`src/rtl/alu_arbiter_pkg.sv`:
```
// Shared types and constants for the two-requester ALU arbiter.
// Latency: none (declarations only).
// Backpressure: not applicable.
package alu_arbiter_pkg;

  localparam int WIDTH_DEF = 32;
  localparam int OP_W_DEF  = 4;

  // Bit positions inside rsp_flags = {carry, sign, zero}
  localparam int FLAG_CF = 2;
  localparam int FLAG_SF = 1;
  localparam int FLAG_ZF = 0;

  typedef enum logic [1:0] {
    S_IDLE = 2'd0,
    S_EXEC = 2'd1,
    S_RESP = 2'd2
  } state_e;

endpackage

```
`src/rtl/alu_arbiter_grant.sv`:
```
// Grant selection between two requesters; only asserts a grant while idle.
// Latency: combinational.
// Backpressure: none here; the caller gates with idle_i.
module alu_arbiter_grant (
  input  logic       valid0_i,
  input  logic       valid1_i,
  input  logic       last_grant_i,
  input  logic       idle_i,
  output logic [1:0] grant_o
);

  // On contention the requester not granted last wins; a tied-high last_grant_i
  // turns this into fixed priority for requester 0. A lone requester always wins.
  always_comb begin
    grant_o    = 2'b00;
    grant_o[0] = idle_i & valid0_i & (~valid1_i | last_grant_i);
    grant_o[1] = idle_i & valid1_i & (~valid0_i | ~last_grant_i);
  end

endmodule

```
`src/rtl/alu_arbiter.sv`:
```
// Arbitrates two requesters onto one shared combinational ALU; ALU_ARBITER_RR_EN selects round-robin, else fixed priority (req0).
// Latency: transfer in cycle N -> rsp_valid in cycle N+2; one operation per 3 cycles at best.
// Backpressure: response held stable until rsp_ready; no new request accepted until the handshake completes.
module alu_arbiter
  import alu_arbiter_pkg::*;
#(
  parameter int WIDTH = WIDTH_DEF,
  parameter int OP_W  = OP_W_DEF
) (
  input  logic             clk,
  input  logic             rst_n,
  input  logic             req0_valid,
  input  logic             req1_valid,
  output logic             req0_ready,
  output logic             req1_ready,
  input  logic [WIDTH-1:0] req0_a,
  input  logic [WIDTH-1:0] req0_b,
  input  logic [WIDTH-1:0] req1_a,
  input  logic [WIDTH-1:0] req1_b,
  input  logic [OP_W-1:0]  req0_op,
  input  logic [OP_W-1:0]  req1_op,
  output logic [WIDTH-1:0] alu_a,
  output logic [WIDTH-1:0] alu_b,
  output logic [OP_W-1:0]  alu_op,
  input  logic [WIDTH-1:0] alu_result,
  input  logic             alu_cf,
  input  logic             alu_sf,
  input  logic             alu_zf,
  output logic             rsp_valid,
  input  logic             rsp_ready,
  output logic             rsp_id,
  output logic [WIDTH-1:0] rsp_result,
  output logic [2:0]       rsp_flags,
  output logic             busy
);

  state_e           state_q, state_d;
  logic [1:0]       grant;
  logic             last_grant;
  logic [WIDTH-1:0] a_q, a_d, b_q, b_d, res_q, res_d;
  logic [OP_W-1:0]  op_q, op_d;
  logic             id_q, id_d;
  logic [2:0]       flags_q, flags_d;

  alu_arbiter_grant u_grant (
    .valid0_i     (req0_valid),
    .valid1_i     (req1_valid),
    .last_grant_i (last_grant),
    .idle_i       (state_q == S_IDLE),
    .grant_o      (grant)
  );

`ifdef ALU_ARBITER_RR_EN
  logic last_q, last_d;

  // Remember which requester was granted most recently.
  always_comb begin
    last_d = last_q;
    if (grant[0])      last_d = 1'b0;
    else if (grant[1]) last_d = 1'b1;
  end

  // Last-grant register; reset to 1 so requester 0 wins the first contention.
  always_ff @(posedge clk) begin
    if (!rst_n) last_q <= 1'b1;
    else        last_q <= last_d;
  end

  assign last_grant = last_q;
`else
  // Constant "last was 1" makes the grant logic favour requester 0 every time.
  assign last_grant = 1'b1;
`endif

  // Next-state: one cycle of execution, then hold the response until accepted.
  always_comb begin
    state_d = state_q;
    unique case (state_q)
      S_IDLE:  if (|grant) state_d = S_EXEC;
      S_EXEC:  state_d = S_RESP;
      S_RESP:  if (rsp_ready) state_d = S_IDLE;
      default: state_d = S_IDLE;
    endcase
  end

  // Datapath next-values: capture the granted request, then the ALU output at end of EXEC.
  always_comb begin
    a_d     = a_q;
    b_d     = b_q;
    op_d    = op_q;
    id_d    = id_q;
    res_d   = res_q;
    flags_d = flags_q;
    if (grant[0]) begin
      a_d  = req0_a;
      b_d  = req0_b;
      op_d = req0_op;
      id_d = 1'b0;
    end else if (grant[1]) begin
      a_d  = req1_a;
      b_d  = req1_b;
      op_d = req1_op;
      id_d = 1'b1;
    end
    if (state_q == S_EXEC) begin
      res_d            = alu_result;
      flags_d[FLAG_CF] = alu_cf;
      flags_d[FLAG_SF] = alu_sf;
      flags_d[FLAG_ZF] = alu_zf;
    end
  end

  // State and datapath registers; reset abandons any in-flight operation.
  always_ff @(posedge clk) begin
    if (!rst_n) begin
      state_q <= S_IDLE;
      a_q     <= '0;
      b_q     <= '0;
      op_q    <= '0;
      id_q    <= 1'b0;
      res_q   <= '0;
      flags_q <= '0;
    end else begin
      state_q <= state_d;
      a_q     <= a_d;
      b_q     <= b_d;
      op_q    <= op_d;
      id_q    <= id_d;
      res_q   <= res_d;
      flags_q <= flags_d;
    end
  end

  assign req0_ready = grant[0];
  assign req1_ready = grant[1];
  assign alu_a      = a_q;
  assign alu_b      = b_q;
  assign alu_op     = op_q;
  assign rsp_valid  = (state_q == S_RESP);
  assign rsp_id     = id_q;
  assign rsp_result = res_q;
  assign rsp_flags  = flags_q;
  assign busy       = (state_q != S_IDLE);

endmodule

```
`config.mk`:
```
export PLATFORM = sky130hd
export DESIGN_NAME = alu_arbiter
export DESIGN_NICKNAME = d
export VERILOG_FILES = /design/src/rtl/alu_arbiter_pkg.sv /design/src/rtl/alu_arbiter_grant.sv /design/src/rtl/alu_arbiter.sv
export SDC_FILE = /design/constraint.sdc
export NUM_CORES = 1
export LEC_CHECK = 0
export ABC_AREA = 1
export BUFFER_PORTS_ARGS = -buffer_cell sky130_fd_sc_hd__buf_2
export CORE_AREA = 2 2 109 111
export DETAILED_ROUTE_END_ITERATION = 7
export DIE_AREA = 0 0 111 113
export GPL_ROUTABILITY_DRIVEN = 0
export PLACE_DENSITY = 0.79
export SLEW_MARGIN = 10
export SYNTH_ARGS = -nofsm -noshare
export SYNTH_HDL_FRONTEND = slang
export SYNTH_SLANG_ARGS = --single-unit
```
`constraint.sdc`:
```
create_clock -name clk -period 1.7 [get_ports clk]
set_input_delay 0.34 -clock clk [delete_from_list [all_inputs] [get_ports clk]]
set_output_delay 0.34 -clock clk [all_outputs]
set_load 0.02 [all_outputs]
```
==> impl_metrics.tcl, run 1 <==
set metrics [dict create \
    run_status "complete, no violations" \
    swShare_pct 33.5 \
    clockRootBuffer "clkbuf_16" \
    grt_pass1_vias 5087 \
    drcViolationCount 0 \
    worstPathRequired_ns 1.36 \
    die_x_um 111 \
    rsz0062_at_grt "no" \
    netSwitchingPower_mw 2.32 \
    clkLatencyLatePin_ns 0.34 \
    stdcell_count 1170 \
    slowest_delay_ns 0.36 \
    power-per-cell-area_nw_per_um2 1020 \
    dieHeight_um 113 \
    start_util_pct 43.7 \
    grt_usage_pct 23.3 \
    peakVddDrop_v 0.000756 \
    grt.overflow.total 0 \
    period_minus_slack_ns 1.61 \
    rows 39 \
    final_common_cell "buf_2" \
    die-area_sq_um 12500 \
    clock_power_share_pct 31.2 \
    worst_pin_slew_ns 0.381 \
    critPathMaxFanout 7 \
    grtUsageMet2_pct 42.3 \
    grt_util_met3_pct 4.50 \
    drtIter0Drc 386 \
    synth-edff-count 0 \
    drv_slew 0 \
    pre_cts_slack_ns 0.247 \
    path_class "flop to output port" \
    setup_tns_ns 0 \
    min_path_type "primary input to flop" \
    grt_max_degree 71 \
    synth-seq-cells 106 \
    viasPerCell 4.81 \
    multi_input_area_sq_um 2050 \
    crit_chain "nor2_4, nand2_4, inv_1, buf_2" \
    skew_ns 0.0110 \
    slew_headroom_pct 74.6 \
    cts_buffers 9 \
    power_frac_comb_pct 27.3 \
    clock.fmax_ghz 0.622 \
    routedWlPerCell_um 12.9 \
    first_pass_iters 4 \
    drv_cap 0 \
    cp.arrival_ns 1.27 \
    fill_cells 1118 \
    netlist_area_sq_um 4930 \
    busiest_layer "met2" \
    grt_pass1_wl_um 24100 \
    vias 5624 \
    synth.distinct_cells 17 \
    stdcell_area_sq_um 6820 \
    cts_buffer_depth 2 \
    dp_cells 1149 \
    end_kind "output port" \
    power_frac_seq_pct 41.5 \
    seq_area_sq_um 2120 \
    setup_ws_ns 0.0917 \
    htreeDepth 3 \
    antenna_found_initial 1 \
    final_cell_mix "buf_2, nand2_1, inv_1" \
    p_int_mw 4.62 \
    drive_above_1_share_pct 31.8 \
    clkTransAtPathRegs_ns 0.08 \
    nets 1197 \
    total_leakage_power_nw 3.91 \
    cts_tree "done" \
    placed_cell_area_sq_um 6470 \
    wl_um 15100 \
    ys_seq_area_share_pct 43.0 \
    ant_nets 0 \
    synth_top_flop_cell "dfxtp_1" \
    crit_path_start_kind "flop" \
    cp_slowest_cell "dfxtp_1" \
    synth-warning-count 0 \
    use_met1_pct 27.3 \
    cts_sinks 106 \
    setup_viol 0 \
    syn_area_per_cell_sq_um 6.49 \
    ioPinCount 284 \
    hold_viol 0 \
    syn_inst 760 \
    io_buffer_count 283 \
    areaGrowthSynthToFinish_pct 38.4 \
    timing.final.crit_share_pct 94.6 \
    dp_hpwl_um 11100 \
    syn-num-nets 936 \
    synth-async-reset-ratio_pct 0 \
    core_region_area_sq_um 11300 \
]
## routing by layer
layer,vias to the layer above,routed length (um)
li1,2863,-
met1,2495,6110
met2,232,7540
met3,34,1080
met4,0,413
met5,-,0
## flip-flops by register name, summed over array words and instances (netlist names)
name,count
alu_a,32
alu_b,32
alu_op,4
rsp_flags,3
rsp_id,1
rsp_result,32
state_q,2
## cell usage after synthesis, types with 3 or more instances
master / count / share of area [%]
a21oi_1: 69 / 7.0
buf_1: 4 / 0.30
buf_2: 13 / 1.3
buf_4: 5 / 0.76
clkbuf_1: 31 / 2.4
dfxtp_1: 106 / 43
inv_1: 140 / 11
inv_2: 3 / 0.23
nand2_1: 141 / 11
nand3_1: 136 / 14
nor2_1: 72 / 5.5
o21ai_0: 35 / 3.6
## through the flow
| stage | hold slack (ns) | util (%) | total power [mW] |
|---|---|---|---|
| finish | 0.244 | 60.5 | 6.94 |
| global route | 0.238 | 60.5 | 7.32 |
| CTS | 0.238 | 60.2 | 6.98 |
| detailed placement | 0.453 | 57.4 | 4.81 |
| global placement | 0.448 | 57.4 | 4.79 |
| floorplan | 0.507 | - | 4.10 |
## layout make-up
type,count,area share (%)
multi-input combinational,457,30.1
clock buffer,9,3.30
timing repair buffer,303,23.7
tap,143,2.62
clock inverter,7,1.25
sequential,106,31.1
antenna,1,0.0367
inverter,144,7.92
## power by group through the flow
| stage | combinational [mW] | clock, mW | sequential (mW) |
|---|---|---|---|
| detailed placement | 1.88 | 0 | 2.93 |
| global placement | 1.86 | 0 | 2.93 |
| floorplan | 0.845 | 0 | 3.25 |
| CTS | 1.89 | 2.22 | 2.88 |
| global route | 2.08 | 2.33 | 2.91 |
| finish | 1.89 | 2.17 | 2.88 |
## cells by family after synthesis
group,synth area share [%]
buf+inv,15.7
simple gates,30.5
flops,43.0
compound gates,10.7
## critical path, delay by kind of cell, from the launching register on
kind	cells	cell delay, ns
flip-flops	1	0.36
buffers and inverters	2	0.24
AND/OR/NAND/NOR	2	0.33
## worst paths after layout
| check | from | to | slack (ns) | depth (start not counted) |
|---|---|---|---|---|
| hold / removal | alu_result[14] | rsp_result[14]$_SDFFE_PN0N_ | 0.24 | 3 |
| setup / recovery | state_q[0]$_SDFFE_PN0P_ | req0_ready | 0.09 | 4 |
| setup reg to reg | state_q[0]$_SDFFE_PN0P_ | alu_b[13]$_SDFFE_PN0P_ | 0.19 | 6 |
| hold reg to reg | alu_b[25]$_SDFFE_PN0P_ | alu_b[25]$_SDFFE_PN0P_ | 0.46 | 2 |
## repair_timing
item,in CTS,in global routing
endpoints found under the setup margin,1,2
hold buffers,0,0
gates resized for setup,1,1
pin swaps,0,2
endpoints found under the hold margin,0,0
setup buffers,0,4
No activity file was read; power rests on OpenSTA's default activity.
==> run 2: changes to the inputs <==
--- a/config.mk
+++ b/config.mk
@@ -11,6 +11,7 @@
 export DETAILED_ROUTE_END_ITERATION = 7
 export DIE_AREA = 0 0 111 113
 export GPL_ROUTABILITY_DRIVEN = 0
+export GPL_TIMING_DRIVEN = 0
 export PLACE_DENSITY = 0.79
 export SLEW_MARGIN = 10
 export SYNTH_ARGS = -nofsm -noshare
==> run 2 against run 1 <==
  * Flip-flop and latch count is the same
  * Hold slack got worse by 0.0049 ns
  * Core utilization up 1.1 points
  * Largest cell class unchanged
  * Highest routed layer unchanged
==> impl_metrics.tcl, run 2 (synthesis results as in run 1) <==
set metrics [dict create \
    crit_buf_inv 3 \
    grt_usage_pct 24.3 \
    skew_ns 0.00851 \
    clkLatencyLatePin_ns 0.35 \
    cts_buffers 9 \
    clock_power_share_pct 31.6 \
    final_cell_mix "buf_2, nand2_1, inv_1" \
    rows 39 \
    drive_above_1_share_pct 31.1 \
    areaGrowthSynthToFinish_pct 40.9 \
    timing.final.crit_share_pct 96.6 \
    slew_headroom_pct 62.0 \
    worstPathRequired_ns 1.36 \
    grt_max_degree 22 \
    busiest_layer "met2" \
    drv_cap 0 \
    cts_tree "done" \
    grt.overflow.total 0 \
    routedWlPerCell_um 13.0 \
    cp_slowest_cell "dfxtp_2" \
    period_minus_slack_ns 1.64 \
    use_met1_pct 28.8 \
    path_class "flop to output port" \
    drv_slew 0 \
    crit_chain "nor2_4, buf_8, nand3_2, inv_2, buf_6" \
    critPathMaxFanout 4 \
    end_kind "output port" \
    p_int_mw 4.67 \
    dp_cells 1184 \
    dp_hpwl_um 12200 \
    netSwitchingPower_mw 2.39 \
    cp.arrival_ns 1.30 \
    start_util_pct 43.7 \
    grtUsageMet2_pct 43.8 \
    placed_cell_area_sq_um 6520 \
    cts_buffer_depth 2 \
    ant_nets 0 \
    grt_pass1_vias 5200 \
    stdcell_area_sq_um 6950 \
    antenna_found_initial 1 \
    vias 5734 \
    grt_util_met3_pct 5.36 \
    cp_top_family "flip-flops" \
    cts_sinks 106 \
    cts_hold_buf 0 \
    stdcell_count 1205 \
    finalPower_mw 7.06 \
    total_leakage_power_nw 3.95 \
    first_pass_iters 5 \
    swShare_pct 33.9 \
    setup_viol 0 \
    grt_pass1_wl_um 24700 \
    ioPinCount 284 \
    nets 1232 \
    hold_viol 0 \
    setup_tns_ns 0 \
    min_path_type "primary input to flop" \
    seq_area_sq_um 2130 \
    htreeDepth 3 \
    power_frac_comb_pct 27.6 \
    power-per-cell-area_nw_per_um2 1020 \
    drtIter0Drc 457 \
    crit_path_start_kind "flop" \
    drcViolationCount 0 \
    worst_pin_slew_ns 0.569 \
    wl_um 15700 \
    multi_input_area_sq_um 2050 \
    dieHeight_um 113 \
    core_region_area_sq_um 11300 \
    rsz0062_at_grt "no" \
    power_frac_seq_pct 40.7 \
    run_status "complete, no violations" \
    clock.fmax_ghz 0.609 \
    slowest_delay_ns 0.34 \
    clockRootBuffer "clkbuf_16" \
    die-area_sq_um 12500 \
    die_x_um 111 \
    clkTransAtPathRegs_ns 0.07 \
    fill_cells 1136 \
    io_buffer_count 281 \
    final_common_cell "buf_2" \
    peakVddDrop_v 0.000536 \
    viasPerCell 4.76 \
]
run 2: cell types whose count changed in the layout (fill, tap and decap cells not counted), sizes merged:
cell and change:
inv -1, clkbuf +31, clkinv +2, clkinvlp -1, buf +4
run 2: per-layer routing:
metal	wire length, um	part of all wire, %	vias to the layer above
li1	-	-	2945
met1	6510	42	2535
met2	7610	49	228
met3	1160	7.4	26
met4	374	2.4	0
met5	0	0	-
run 2: final cells by class:
| class | count | area share [%] |
|---|---|---|
| flip-flops and latches | 106 | 30.6 |
| multi-input cells | 457 | 29.5 |
| repair buffers | 286 | 20.9 |
| inverters | 144 | 7.78 |
| plain buffers | 52 | 3.75 |
| clock buffers | 9 | 3.24 |
| well taps | 143 | 2.58 |
| clock inverters | 7 | 1.55 |
| diodes | 1 | 0.0360 |
run 2: power groups by stage:
stage	Clock [mW]	Sequential (mW)	Combinational, mW
5_1_grt	2.40	2.91	2.14
6_report	2.23	2.88	1.95
3_5_place_dp	0	2.93	1.91
2_1_floorplan	0	3.25	0.845
3_3_place_gp	0	2.92	1.89
4_1_cts	2.28	2.87	1.95
run 2: metrics by stage:
stage	hold WS [ns]	setup WS, ns	util [%]
2_1_floorplan	0.507	0.296	-
6_report	0.239	0.0583	61.6
4_1_cts	0.233	-0.00604	61.4
5_1_grt	0.238	0.000519	61.6
3_5_place_dp	0.451	-0.144	57.8
3_3_place_gp	0.448	-0.136	57.8
run 2: timing repair:
| item | in CTS | in global routing |
|---|---|---|
| pin swaps | 2 | 1 |
| setup endpoints to repair | 2 | 27 |
| resized for setup | 12 | 9 |
| setup buffers | 5 | 0 |
run 2: path summary, 6_finish.rpt:
path / depth (start not counted) / startpoint / slack [ns] / endpoint
setup / recovery: 5 / state_q[1]$_SDFFE_PN0P_ / 0.06 / req1_ready
hold / removal: 4 / rsp_ready / 0.24 / state_q[1]$_SDFFE_PN0P_
setup reg to reg: 7 / state_q[1]$_SDFFE_PN0P_ / 0.13 / alu_b[25]$_SDFFE_PN0P_
hold reg to reg: 2 / alu_a[14]$_SDFFE_PN0P_ / 0.46 / alu_a[14]$_SDFFE_PN0P_
run 2: worst register-to-register path, delay by kind of cell, from the launching register on:
family / cells / cell delay (ns)
flip-flops: 1 / 0.34
AO/OA/AOI/OAI: 1 / 0.06
buffers and inverters: 3 / 0.62
AND/OR/NAND/NOR: 3 / 0.42
==> run 3: changes to the inputs <==
--- a/config.mk
+++ b/config.mk
@@ -7,6 +7,7 @@
 export LEC_CHECK = 0
 export ABC_AREA = 1
 export BUFFER_PORTS_ARGS = -buffer_cell sky130_fd_sc_hd__buf_2
+export CAP_MARGIN = 20
 export CORE_AREA = 2 2 109 111
 export DETAILED_ROUTE_END_ITERATION = 7
 export DIE_AREA = 0 0 111 113
==> constraint.sdc (replaced) <==
create_clock -name clk -period 1.8 [get_ports clk]
set_input_delay 0.36 -clock clk [delete_from_list [all_inputs] [get_ports clk]]
set_output_delay 0.36 -clock clk [all_outputs]
set_load 0.02 [all_outputs]
==> run 3 against run 2 <==
  * Sequential share of layout area up 0.19 points
  * First-iteration DRC count down 10%
  * Critical path depth down 1
  * Clock-buffer cell count unchanged
  * Critical endpoint is now req0_ready
==> impl_metrics.tcl, run 3 (synthesis results as in run 1) <==
set metrics [dict create \
    run_status "complete, no violations" \
    cts_tree "done" \
    worstPathRequired_ns 1.44 \
    clockRootBuffer "clkbuf_16" \
    drcViolationCount 0 \
    worst_pin_slew_ns 0.563 \
    clkTransAtPathRegs_ns 0.08 \
    path_class "flop to output port" \
    slew_headroom_pct 62.5 \
    hold_viol 0 \
    dp_hpwl_um 12200 \
    drtIter0Drc 411 \
    vias 5715 \
    setup_ws_ns 0.0534 \
    io_buffer_count 281 \
    pre_cts_slack_ns -0.0642 \
    skew_ns 0.0113 \
    ant_nets 0 \
    drv_slew 0 \
    cp.arrival_ns 1.39 \
    final_common_cell "buf_2" \
    total_leakage_power_nw 3.93 \
    grt_usage_pct 24.2 \
    r2r_cells 7 \
    final_cell_mix "buf_2, nand2_1, inv_1" \
    core_region_area_sq_um 11300 \
    clock.fmax_ghz 0.573 \
    power-per-cell-area_nw_per_um2 963 \
    end_kind "output port" \
    stdcell_area_sq_um 6890 \
    fill_cells 1137 \
    wl_um 15500 \
    htreeDepth 3 \
    min-delay-start "alu_result[16]" \
    grt_pass1_wl_um 24600 \
    drive_above_1_share_pct 30.6 \
    cts_sinks 106 \
    critPathMaxFanout 15 \
    grt_pass1_vias 5166 \
    cts_buffers 9 \
    drv_cap 0 \
    rows 39 \
    die-area_sq_um 12500 \
    areaGrowthSynthToFinish_pct 39.8 \
    min_path_type "primary input to flop" \
    viasPerCell 4.75 \
    first_pass_iters 6 \
    dieHeight_um 113 \
    grt_max_degree 22 \
    nets 1229 \
    clkLatencyLatePin_ns 0.35 \
    crit_path_start_kind "flop" \
    placed_cell_area_sq_um 6520 \
    period_minus_slack_ns 1.75 \
    timing.final.crit_share_pct 97.0 \
    setup_viol 0 \
    die_x_um 111 \
    crit_path_end "req0_ready" \
    multi_input_area_sq_um 2040 \
    timing.rr.end "alu_b[25]$_SDFFE_PN0P_" \
    rsz0062_at_grt "yes" \
    r2r_slack_ns 0.14 \
    peakVddDrop_v 0.000508 \
    start_util_pct 43.7 \
    r2r-start "state_q[1]$_SDFFE_PN0P_" \
    seq_area_sq_um 2120 \
    antenna_found_initial 1 \
    cts_buffer_depth 2 \
    routedWlPerCell_um 12.9 \
    crit_path_start "state_q[1]$_SDFFE_PN0P_" \
    grt.overflow.total 0 \
    ioPinCount 284 \
]
## run 3: layout make-up
cell class | count | area share [%]
well taps | 143 | 2.60
diodes | 1 | 0.0363
clock buffers | 9 | 3.27
inverters | 144 | 7.84
plain buffers | 52 | 3.59
flip-flops and latches | 106 | 30.8
multi-input cells | 457 | 29.6
clock inverters | 7 | 1.56
repair buffers | 283 | 20.7
## run 3: routing by layer
layer | wire [um] | vias to the layer above | global-route usage, %
met5 | 0 | - | 0
li1 | - | 2939 | -
met2 | 7540 | 217 | 43.4
met3 | 1100 | 25 | 5.41
met1 | 6510 | 2534 | 28.8
met4 | 375 | 0 | 7.83
## run 3: report_power, final
part / switching [mW] / internal [mW] / leakage, nW
registers: 0.120 / 2.60 / 0.875
clock network: 0.980 / 1.13 / 0.160
logic: 1.15 / 0.659 / 2.90
total: 2.25 / 4.39 / 3.93
## run 3: how the worst min path moves through the flow
stage                                        endpoint  cells after the start
final                     rsp_result[16]$_SDFFE_PN0N_                      3
after global placement          alu_b[6]$_SDFFE_PN0P_                      2
after floorplan             rsp_flags[0]$_SDFFE_PN0N_                      2
after detailed placement       alu_a[14]$_SDFFE_PN0P_                      2
after CTS                 rsp_result[19]$_SDFFE_PN0N_                      3
after global routing      rsp_result[19]$_SDFFE_PN0N_                      3
## run 3: through the flow
stage	utilization [%]	hold WS [ns]	power [mW]	cells	setup TNS, ns
final	61.1	0.260	6.64	1202	0
after global routing	61.1	0.258	7.02	1202	-0.0250
after CTS	60.9	0.253	6.68	1200	-0.0327
after detailed placement	57.8	0.451	4.57	1184	-0.0642
after global placement	57.8	0.448	4.54	1184	-0.0563
after floorplan	-	0.527	3.87	760	0
## run 3: worst max-delay path: stages, from the launching register on
cell and delay, ns:
dfxtp_1 0.34, nor2_4 0.24, nand2_4 0.18, inv_1 0.11, buf_2 0.17
## run 3: what timing repair did
item                                    in CTS  in global routing
pin swaps                                    1                  1
hold buffers                                 0                  0
endpoints found under the setup margin       2                  6
resized for setup                            5                  5
cloned                                       0                  0
setup buffers                                1                  1
